`config.mk`:
```
export PLATFORM = sky130hd
export DESIGN_NAME = aes_encrypt_ctrl
export DESIGN_NICKNAME = d
export VERILOG_FILES = /design/src/rtl/aes_encrypt_ctrl.sv
export SDC_FILE = /design/constraint.sdc
export NUM_CORES = 1
export LEC_CHECK = 0
export ABC_AREA = 1
export BUFFER_PORTS_ARGS = -buffer_cell sky130_fd_sc_hd__buf_2
export CAP_MARGIN = 20
export CORE_AREA = 2 2 349 351
export DETAILED_ROUTE_END_ITERATION = 12
export DIE_AREA = 0 0 351 353
export PLACE_DENSITY = 0.34
export SYNTH_ARGS = -nofsm -noshare
export SYNTH_HDL_FRONTEND = slang
export SYNTH_SLANG_ARGS = --single-unit
```
`constraint.sdc`:
```
create_clock -name clock -period 2.2 [get_ports clock]
set_input_delay 0.44 -clock clock [delete_from_list [all_inputs] [get_ports clock]]
set_output_delay 0.44 -clock clock [all_outputs]
set_load 0.01 [all_outputs]
```
`src/rtl/aes_encrypt_ctrl.sv`:
```
// Round sequencer for AES-128 encryption around a single-round core.
// It performs the initial AddRoundKey, iterates rounds 0..9, then holds the ciphertext until it is accepted.
module aes_encrypt_ctrl (
  input  logic         clock,
  input  logic         resetn,
  input  logic         in_valid,
  output logic         in_ready,
  input  logic [127:0] in_text,
  input  logic [127:0] in_key,
  output logic         out_valid,
  input  logic         out_ready,
  output logic [127:0] out_text,
  output logic         busy,
  output logic         core_enable,
  output logic [127:0] core_text,
  output logic [127:0] core_key,
  output logic [3:0]   core_round,
  input  logic [127:0] core_text_out,
  input  logic [127:0] core_key_out,
  input  logic         core_done
);

  typedef enum logic [1:0] {IDLE, RUN, GAP, OUT} fsm_e;

  localparam logic [3:0] LastRound = 4'd9;

  fsm_e         fsm_q, fsm_d;
  logic [127:0] state_q, state_d;
  logic [127:0] key_q, key_d;
  logic [127:0] out_q, out_d;
  logic [3:0]   round_q, round_d;

  // Reset discards any block in flight and clears every visible register.
  always_ff @(posedge clock or negedge resetn) begin
    if (!resetn) begin
      fsm_q   <= IDLE;
      state_q <= '0;
      key_q   <= '0;
      out_q   <= '0;
      round_q <= '0;
    end else begin
      fsm_q   <= fsm_d;
      state_q <= state_d;
      key_q   <= key_d;
      out_q   <= out_d;
      round_q <= round_d;
    end
  end

  always_comb begin
    fsm_d   = fsm_q;
    state_d = state_q;
    key_d   = key_q;
    out_d   = out_q;
    round_d = round_q;
    case (fsm_q)
      IDLE: begin
        if (in_valid) begin
          state_d = in_text ^ in_key;
          key_d   = in_key;
          round_d = '0;
          fsm_d   = RUN;
        end
      end
      RUN: begin
        if (core_done) begin
          state_d = core_text_out;
          key_d   = core_key_out;
          if (round_q == LastRound) begin
            out_d = core_text_out;
            fsm_d = OUT;
          end else begin
            round_d = round_q + 4'd1;
            fsm_d   = GAP;
          end
        end
      end
      // The core still shows the previous round's done here, so it is not sampled.
      GAP: begin
        fsm_d = RUN;
      end
      OUT: begin
        if (out_ready) begin
          fsm_d = IDLE;
        end
      end
      default: begin
        fsm_d = IDLE;
      end
    endcase
  end

  assign in_ready    = (fsm_q == IDLE);
  assign out_valid   = (fsm_q == OUT);
  assign busy        = (fsm_q == RUN) || (fsm_q == GAP);
  assign core_enable = (fsm_q == RUN);
  assign core_text   = state_q;
  assign core_key    = key_q;
  assign core_round  = round_q;
  assign out_text    = out_q;

endmodule

```
### Word level (Yosys, flattened, before mapping)

Cells that the tools add are included.

| storage, ports and cells | value |
|---|---|
| bits of input ports | 517 |
| flip-flop bits (word level) | 390 |

| cells by class | value |
|---|---|
| muxes and demuxes | 15 |
| $add $sub $neg | 1 |
| reductions and logical operators | 7 |
| equality and inequality tests | 8 |
| bitwise logic cells | 1 |

Operator list:

| cell | count |
|---|---|
| two-way mux 128 bit | 4 |
| case mux 128 bit (2 select lines) | 2 |
| bitwise XOR 128 bit | 1 |
| two-way mux 4 bit | 3 |
| AND reduction 3 bit | 3 |
| case mux 2 bit (4 select lines) | 1 |
| case mux 4 bit (2 select lines) | 1 |
| two-way mux 2 bit | 3 |
| adder 4 x 1 -> 4 bit (second input constant) | 1 |
| equality test 2 bit (second input constant) | 2 |
| equality test 4 bit (second input constant) | 1 |
| != test 2 x 1 -> 1 bit (second input constant) | 2 |
| != test 2 bit (second input constant) | 2 |
| AND reduction 4 bit | 1 |
| equality test 2 x 1 -> 1 bit (second input constant) | 1 |
| zero test 2 bit | 1 |
| nonzero test 2 bit | 1 |
| logical OR 1 bit | 1 |
| two-way mux 1 bit | 1 |

### Logic depth before layout (Yosys ltp)

Gate-level depths: netlist (run 1).

| logic depth | value |
|---|---|
| word-level depth | 4 |
| depth in mapped cells | 13 |

### Worst setup path after synthesis (run 1)

No wires, ideal clock.

| timing path | value |
|---|---|
| kind | register -> register |
| from | register fsm_q[1] |
| to | register state_q[71], in the netlist core_text[71] |
| period minus slack after synthesis | 1.718 ns |
| path slack | 0.482 ns |
| library setup time | 0.116 ns |
| arrival time | 1.602 ns |
| stages on the path, launching flop included | 14 |
| buffers on the path | 4 |
| cells stage by stage | dfrtp_1 inv_1 ha_1 buf_6 inv_4 nand2_2 nand2_2 nand2_4 buf_6 inv_4 buf_6 buf_4 nand2_1 nand2_1 |

| on the way | value |
|---|---|
| longest elaborated chain between the ends | 3 |
| elaborated cells on any way between the ends | 7 |
| classes of those cells | 3 x eq/ne; 1 x mux; 3 x reduce/logical |

RTL lines:

| item | line | RTL |
|---|---|---|
| from (decl) | 27 | `fsm_e fsm_q, fsm_d;` |
| from (signal assigned) | 42 | `fsm_q <= fsm_d;` |
| equality test 2 x 1 -> 1 bit * | -- |  |
| via core_enable | 14 | `output logic core_enable,` |
| != test 2 x 1 -> 1 bit (no source line) / nonzero test 2 bit (equally long branches) | -- |  |
| AND reduction 3 bit (no source line) | -- |  |
| to (signal assigned) | 43 | `state_q <= state_d;` |
| to (decl) | 28 | `logic [127:0] state_q, state_d;` |

The timed path passes the listed nets; every way through them passes the cells marked *.
A chain may end at the register's enable or synchronous reset.

### Worst setup path in the final report (run 1)

| timing path | value |
|---|---|
| from | register fsm_q[1] |
| to | output port core_enable |

| on the way | value |
|---|---|
| longest elaborated chain between the ends | 1 |

RTL lines:

| item | line | RTL |
|---|---|---|
| equality test 2 x 1 -> 1 bit | 96 | `assign core_enable = (fsm_q == RUN);` |
| to (decl) | 14 |  |

Every way passes these cells.

==> impl_metrics.csv, run 1 <==
group,metric,value,unit
yosys,mappedNetlistNets,2763,
worst_hold_path,min_path_type,"in -> reg",
sta,fin_skew,0.0328,ns
power_and_ir_drop,powerDensity,1380,nW/µm²
critical_path,path_class,"reg -> out",
outcome,status,"finished clean",
job,drv_cap,0,
yosys,synth_cell_types,21,
finish,final_cell_mix,"nand2_1 (915), buf_2 (907), dfrtp_1 (389), o21ai_0 (240), inv_1 (136)",
yosys,netlist_area,18500,µm²
place,gp_congestion,0.837,
clocking,insertion_delay,0.63,ns
grt,grt_overflow,0,
finish,layout_commonest_cell,"nand2_1",
detailed_routing,drc_errors,0,
floorplan,die_h,353,µm
yosys,yosysWarnings,0,
grt,grt_max_degree,137,
critical_path,cp-end-kind,"primary output",
grt,grt.total_usage,0.137,
critical_path,arrival,1.63,ns
finish,fill_cells,13635,
detailed_routing,wl_per_cell,18.3,µm
clocking,clockRootBuffer,"clkbuf_16",
sta,rsz0062_at_grt,"false",
grt,grt_pass1_wl,126000,µm
clocking,clock_path_buffers,3,
detailed_routing,routed_via_density,3.77,
grt,antenna_found_initial,20,
sta,fin_setup_tns,0,ns
detailed_routing,drt_iter0_drc,924,
grt,grt_pass1_vias,18567,
finish,drive_gt1_frac,0.335,
sta,maxSlewViolCount,0,
sta,fmax,0.484,GHz
finish,final_nets,3656,
clocking,htreeDepth,2,
critical_path,critPathMaxFanout,13,
yosys,syn_area_per_cell,8.27,µm²
yosys,netlist_instances,2240,
power_and_ir_drop,p_leak,14.8,nW
critical_path,rr_worst_depth,10,
finish,final_core_util,0.225,
floorplan,pin_count,909,
detailed_routing,ant_nets,0,
yosys,synth-seq-area-share,0.527,
worst_hold_path,whs_path_depth,3,
place,dp_hpwl,69000,µm
floorplan,num_rows,128,
clocking,path_clk_slew,0.07,ns
clocking,clock-sinks,390,
critical_path,critPathLaunchType,"flip-flop",
sta,slew_headroom,0.532,
sta,setup-violations-final,0,
clocking,numCtsBuffers,53,
finish,area_growth,46.6,%
critical_path,critPathRequiredTime,1.76,ns
clocking,cts_tree,"built",
detailed_routing,vias,18119,
place,io_buffers,908,
floorplan,die-width,351,µm
floorplan,core_area,121000,µm²
power_and_ir_drop,ir_drop,0.000768,V
yosys,ys_ff_latch,390,
detailed_routing,wl,88200,µm
detailed_routing,dr.pass1.iters,7,
sta,hold_viol,0,
sta,min_period,2.07,ns
sta,worst_pin_slew,0.702,ns
sta,min_period_over_period,0.940,
floorplan,start_util,0.154,
floorplan,dieArea,124000,µm²
[final cells by class]
type / count / area [µm²] / area share
diodes: 6 / 15.0 / 0.000553
clock buffers: 76 / 1550 / 0.0572
well taps: 1625 / 2030 / 0.0749
multi-input cells: 1584 / 7510 / 0.276
repair buffers: 965 / 5320 / 0.196
clock inverters: 24 / 428 / 0.0158
flip-flops and latches: 390 / 9760 / 0.359
inverters: 139 / 537 / 0.0198
[cell usage after synthesis]
library cell,n,area share
nand4_1,1,0.00034
ha_1,6,0.0041
xnor2_1,1,0.00047
o21ai_0,240,0.065
buf_6,27,0.016
o21bai_1,1,0.00041
nand2_4,1,0.00061
clkbuf_1,44,0.0089
inv_1,137,0.028
inv_4,2,0.00068
buf_4,6,0.0024
buf_2,50,0.014
a21oi_1,1,0.00027
o21ai_1,19,0.0051
nand2_2,2,0.00068
mux2i_1,128,0.069
o22ai_1,128,0.043
nor2_1,135,0.027
dfrtp_1,390,0.53
nand2_1,916,0.19
nand3_1,5,0.0014
[where the power goes]
group	total (mW)	internal [mW]	leakage, nW	switching (mW)
registers	11.0	9.68	5.02	1.31
logic	16.7	6.05	8.81	10.7
clock network	9.83	6.20	0.976	3.63
[timing repair]
item | CTS | global route
gates resized for setup | 3 | 3
endpoints found under the setup margin | 2 | 47
setup buffers | 2 | 0
gates cloned | 0 | 0
hold buffers | 1 | 0
endpoints found under the hold margin | 50 | 0
[logic make-up after synthesis]
logic type	Yosys count	share of synthesized area
buf+inv	266	0.0697
mux	128	0.0692
fa+ha+maj	6	0.00405
simple gates	1060	0.216
compound gates	389	0.114
xor+xnor	1	0.000473
flops	390	0.527
[metal layers]
layer	vias up	share of wire	track usage	wire (µm)
met5	-	0.0016	0	140
li1	9016	-	-	-
met2	630	0.49	0.238	42800
met3	131	0.080	0.0415	7060
met1	8322	0.41	0.161	35700
met4	20	0.028	0.0419	2470
[state kept, by name, summed over array words and instances (netlist names)]
name	cells
fsm_q	2
core_key	128
out_text	128
core_round	4
core_text	128
[stage by stage]
stage          total power [mW]  std cells  hold WS (ns)  setup slack, ns  cell area, µm²
3_5_place_dp               28.3       4700         0.357           0.0851           25100
5_1_grt                    40.6       4807        0.0420           0.0268           27100
3_3_place_gp               28.3       4700         0.351           0.0931           25100
2_1_floorplan              21.0       2240         0.144            0.482           18500
6_report                   37.6       4809        0.0834            0.133           27200
4_1_cts                    38.6       4803       0.00396          0.00385           27100
[worst paths after layout]
check | start | to | slack [ns]
max | fsm_q[1]$_DFFE_PN0P_ | core_enable | 0.13
min | core_text_out[29] | out_text[29]$_DFFE_PN0P_ | 0.08
max reg2reg | fsm_q[0]$_DFFE_PN0P_ | core_text[126]$_DFFE_PN0P_ | 0.16
min reg2reg | core_text[103]$_DFFE_PN0P_ | core_text[103]$_DFFE_PN0P_ | 0.47
max in group asynchronous | resetn | out_text[111]$_DFFE_PN0P_ | 1.10
min in group asynchronous | resetn | core_text[34]$_DFFE_PN0P_ | 0.31
[critical path: stages (launching register included)]
cell and delay [ns]:
dfrtp_1 0.39, inv_2 0.10, ha_4 0.17, buf_8 0.19, buf_2 0.16
No activity file was read; power rests on OpenSTA's default activity.
==> run 2: changes to the inputs <==
Settings changed: ABC_AREA 1 to default, CORE_AREA 2 2 349 351 to 2 2 352 354, DIE_AREA 0 0 351 353 to 0 0 354 356, PLACE_DENSITY 0.34 to 0.35.
Clock period 2.2 ns to 1.9 ns, I/O delays scaled along.
==> run 2 against run 1 <==
- the flow now finishes with violations (negative setup slack)
- global-route usage shrank 1.5 points
- area after synthesis up 0.77%
- synthesized cell count shrank 37%
- critical endpoint is now core_text[46]$_DFFE_PN0P_
- non-clock buffer count rose by 192
- clock-buffer cell count rose by 7
- register-to-register slack worse by 0.30 ns
- cell count shrank 12%
- combinational power increased by 56%
- via count decreased by 15%
- critical path type is now reg -> reg
- routed wire length is 6.3% lower
- flip-flop and latch count unchanged
==> impl_metrics.csv, run 2 <==
group,metric,value,unit
power_and_ir_drop,powerDensity,1710,nW/µm²
critical_path,r2r_start,"fsm_q[0]$_DFFE_PN0P_",
sta,fin_ws,-0.140,ns
yosys,synth_common_cells,"mux2_2 (511), dfrtp_1 (390), o21ai_0 (130), nand2_1 (129), xnor2_1 (128)",
critical_path,cp-end-kind,"flip-flop",
clocking,htreeDepth,2,
floorplan,dieArea,126000,µm²
finish,final_nets,3059,
yosys,synth_compound_area_frac,0.0377,
critical_path,cp-startpoint,"fsm_q[0]$_DFFE_PN0P_",
power_and_ir_drop,ir_drop,0.000629,V
detailed_routing,dr.pass1.iters,4,
sta,hold_viol,0,
finish,fill_cells,13344,
yosys,synth-seq-area-share,0.523,
sta,rsz0062_at_grt,"true",
clocking,clock_path_buffers,3,
sta,min_period,2.04,ns
detailed_routing,wl_per_cell,19.6,µm
floorplan,start_util,0.152,
yosys,mappedNetlistNets,1933,
sta,fin_skew,0.0134,ns
finish,multi_input_area,8470,µm²
critical_path,critPathMaxFanout,11,
yosys,synth_top_family_by_area,"multiplexers",
grt,grt.total_usage,0.123,
critical_path,critPathRequiredTime,2.39,ns
job,drv_cap,0,
yosys,synth_top_area_frac,0.523,
yosys,netlist_top_cells_area,"dfrtp_1 (52%), mux2_2 (31%), xnor2_1 (6.0%)",
yosys,synthSimpleGateAreaFrac,0.0312,
yosys,synthMuxAreaShare,0.312,
yosys,synth_top_area_cell,"dfrtp_1",
finish,layout_commonest_cell,"buf_2",
floorplan,core_area,123000,µm²
sta,min_period_over_period,1.07,
clocking,clockRootBuffer,"clkbuf_16",
yosys,async_flop_share,1.00,
sta,worst_pin_slew,0.478,ns
yosys,ys_ff_latch,390,
floorplan,die_h,356,µm
grt,grt_overflow,0,
detailed_routing,drt_iter0_drc,474,
yosys,synth_cell_types,28,
yosys,syn_area_per_cell,13.2,µm²
grt,grt_pass1_vias,16529,
finish,final_cell_mix,"buf_2 (903), mux2_2 (480), dfrtp_1 (389), o21ai_0 (130), nand2_1 (129)",
clocking,cts_tree,"built",
finish,final_core_util,0.239,
place,dp_cells,3991,
grt,grt_pass1_wl,114000,µm
floorplan,pin_count,909,
detailed_routing,routed_via_density,3.64,
detailed_routing,drc_errors,0,
sta,maxSlewViolCount,0,
finish,seq_area,9760,µm²
yosys,synth_most_common_cell,"mux2_2",
worst_hold_path,min_from,"core_text_out[4]",
yosys,netlist_area,18700,µm²
yosys,synthAdderAreaFrac,0.00402,
place,io_buffers,908,
finish,final_cells,4212,
clocking,path_clk_slew,0.06,ns
detailed_routing,ant_nets,0,
clocking,clock-sinks,390,
place,dp_hpwl,65100,µm
critical_path,critPathLaunchType,"flip-flop",
sta,fmax,0.490,GHz
detailed_routing,wl,82600,µm
yosys,netlist_instances,1410,
yosys,synth_xor_area_frac,0.0601,
sta,slew_headroom,0.679,
finish,drive_gt1_frac,0.641,
critical_path,path_class,"reg -> reg",
floorplan,num_rows,129,
yosys,yosysWarnings,0,
place,gp_congestion,0.797,
floorplan,die-width,354,µm
yosys,synth-edff-count,0,
finish,area_growth,57.2,%
yosys,synth-main-ff-cell,"dfrtp_1",
clocking,numCtsBuffers,52,
detailed_routing,vias,15312,
outcome,violations,"negative setup slack",
sta,setup-violations-final,306,
power_and_ir_drop,p_leak,13.7,nW
worst_hold_path,min_path_type,"in -> reg",
critical_path,arrival,2.53,ns
grt,antenna_found_initial,7,
clocking,insertion_delay,0.61,ns
grt,grt_max_degree,42,
outcome,status,"finished, violations left",
run 2: cell count changes after synthesis, sizes merged, moves of 2 or more:
cell    previous run  this run
nor2b              0         4
nand2            919       129
clkbuf            44        13
o31ai              0         2
o21ai            259       130
buf               83        72
mux2               0       512
mux2i            128         4
xnor2              1       128
nor2             135         2
inv              139         4
o22ai            128         0
run 2: area by class of cell:
cell class / instances / area share
clock inverter: 9 / 0.00252
inverter: 4 / 0.000512
clock buffer: 83 / 0.0531
antenna: 1 / 0.0000853
multi-input combinational: 931 / 0.289
tap: 1637 / 0.0698
timing repair buffer: 1157 / 0.253
sequential: 390 / 0.333
run 2: cell families (layout without fill, tap and decap cells):
kind of cell	count (synthesis)	count (layout)
simple gates	145	145
other cells	0	1
flops	390	390
buf+inv	89	1253
mux	516	516
fa+ha+maj	6	6
compound gates	136	136
xor+xnor	128	128
run 2: where the power goes:
group          switching [mW]  internal, mW
clock                    3.92          5.57
combinational            12.5          13.6
sequential               2.04          12.5
total                    18.5          31.6
run 2: repair_timing:
action / in CTS / in global routing
gates resized for setup: 21 / 58
gates cloned: 0 / 10
buffers inserted: 9 / 3
hold buffers: 106 / 0
pin swaps: 0 / 0
hold endpoints to repair: 323 / 0
setup endpoints to repair: 321 / 378
run 2: stage by stage:
stage	hold slack, ns	setup WS, ns	power (mW)	cell area (µm²)	TNS [ns]
3_3_place_gp	0.269	-0.176	38.9	26000	-35.89
2_1_floorplan	0.0844	0.0143	27.9	18700	0
6_report	0.0542	-0.140	50.1	29300	-21.19
4_1_cts	0.00206	-0.175	49.5	28800	-36.66
3_5_place_dp	0.273	-0.205	39.0	26000	-37.24
5_1_grt	0.0179	-0.208	53.5	29300	-48.11
run 2: per-layer routing:
metal / share of wire / track usage
met5: 0.0011 / 0
met4: 0.025 / 0.0338
met3: 0.065 / 0.0350
met2: 0.50 / 0.216
met1: 0.41 / 0.145
run 2: worst max-delay path: stages, from the launching register on:
cell and delay [ns]:
dfrtp_2 0.43, ha_4 0.18, buf_6 0.12, mux2i_2 0.15
nor2_4 0.17, buf_6 0.15, buf_12 0.15, clkbuf_16 0.19
mux2_2 0.33
run 2: path summary, 6_finish.rpt:
check,to,cells past startpoint,slack (ns)
worst min-delay path,out_text[4]$_DFFE_PN0P_,2,0.05
worst max-delay path,core_text[46]$_DFFE_PN0P_,8,-0.14
worst min register to register,core_text[26]$_DFFE_PN0P_,1,0.49
worst max register to register,core_text[46]$_DFFE_PN0P_,8,-0.14
min in group asynchronous,core_text[125]$_DFFE_PN0P_,2,0.23
max in group asynchronous,core_text[77]$_DFFE_PN0P_,4,0.87
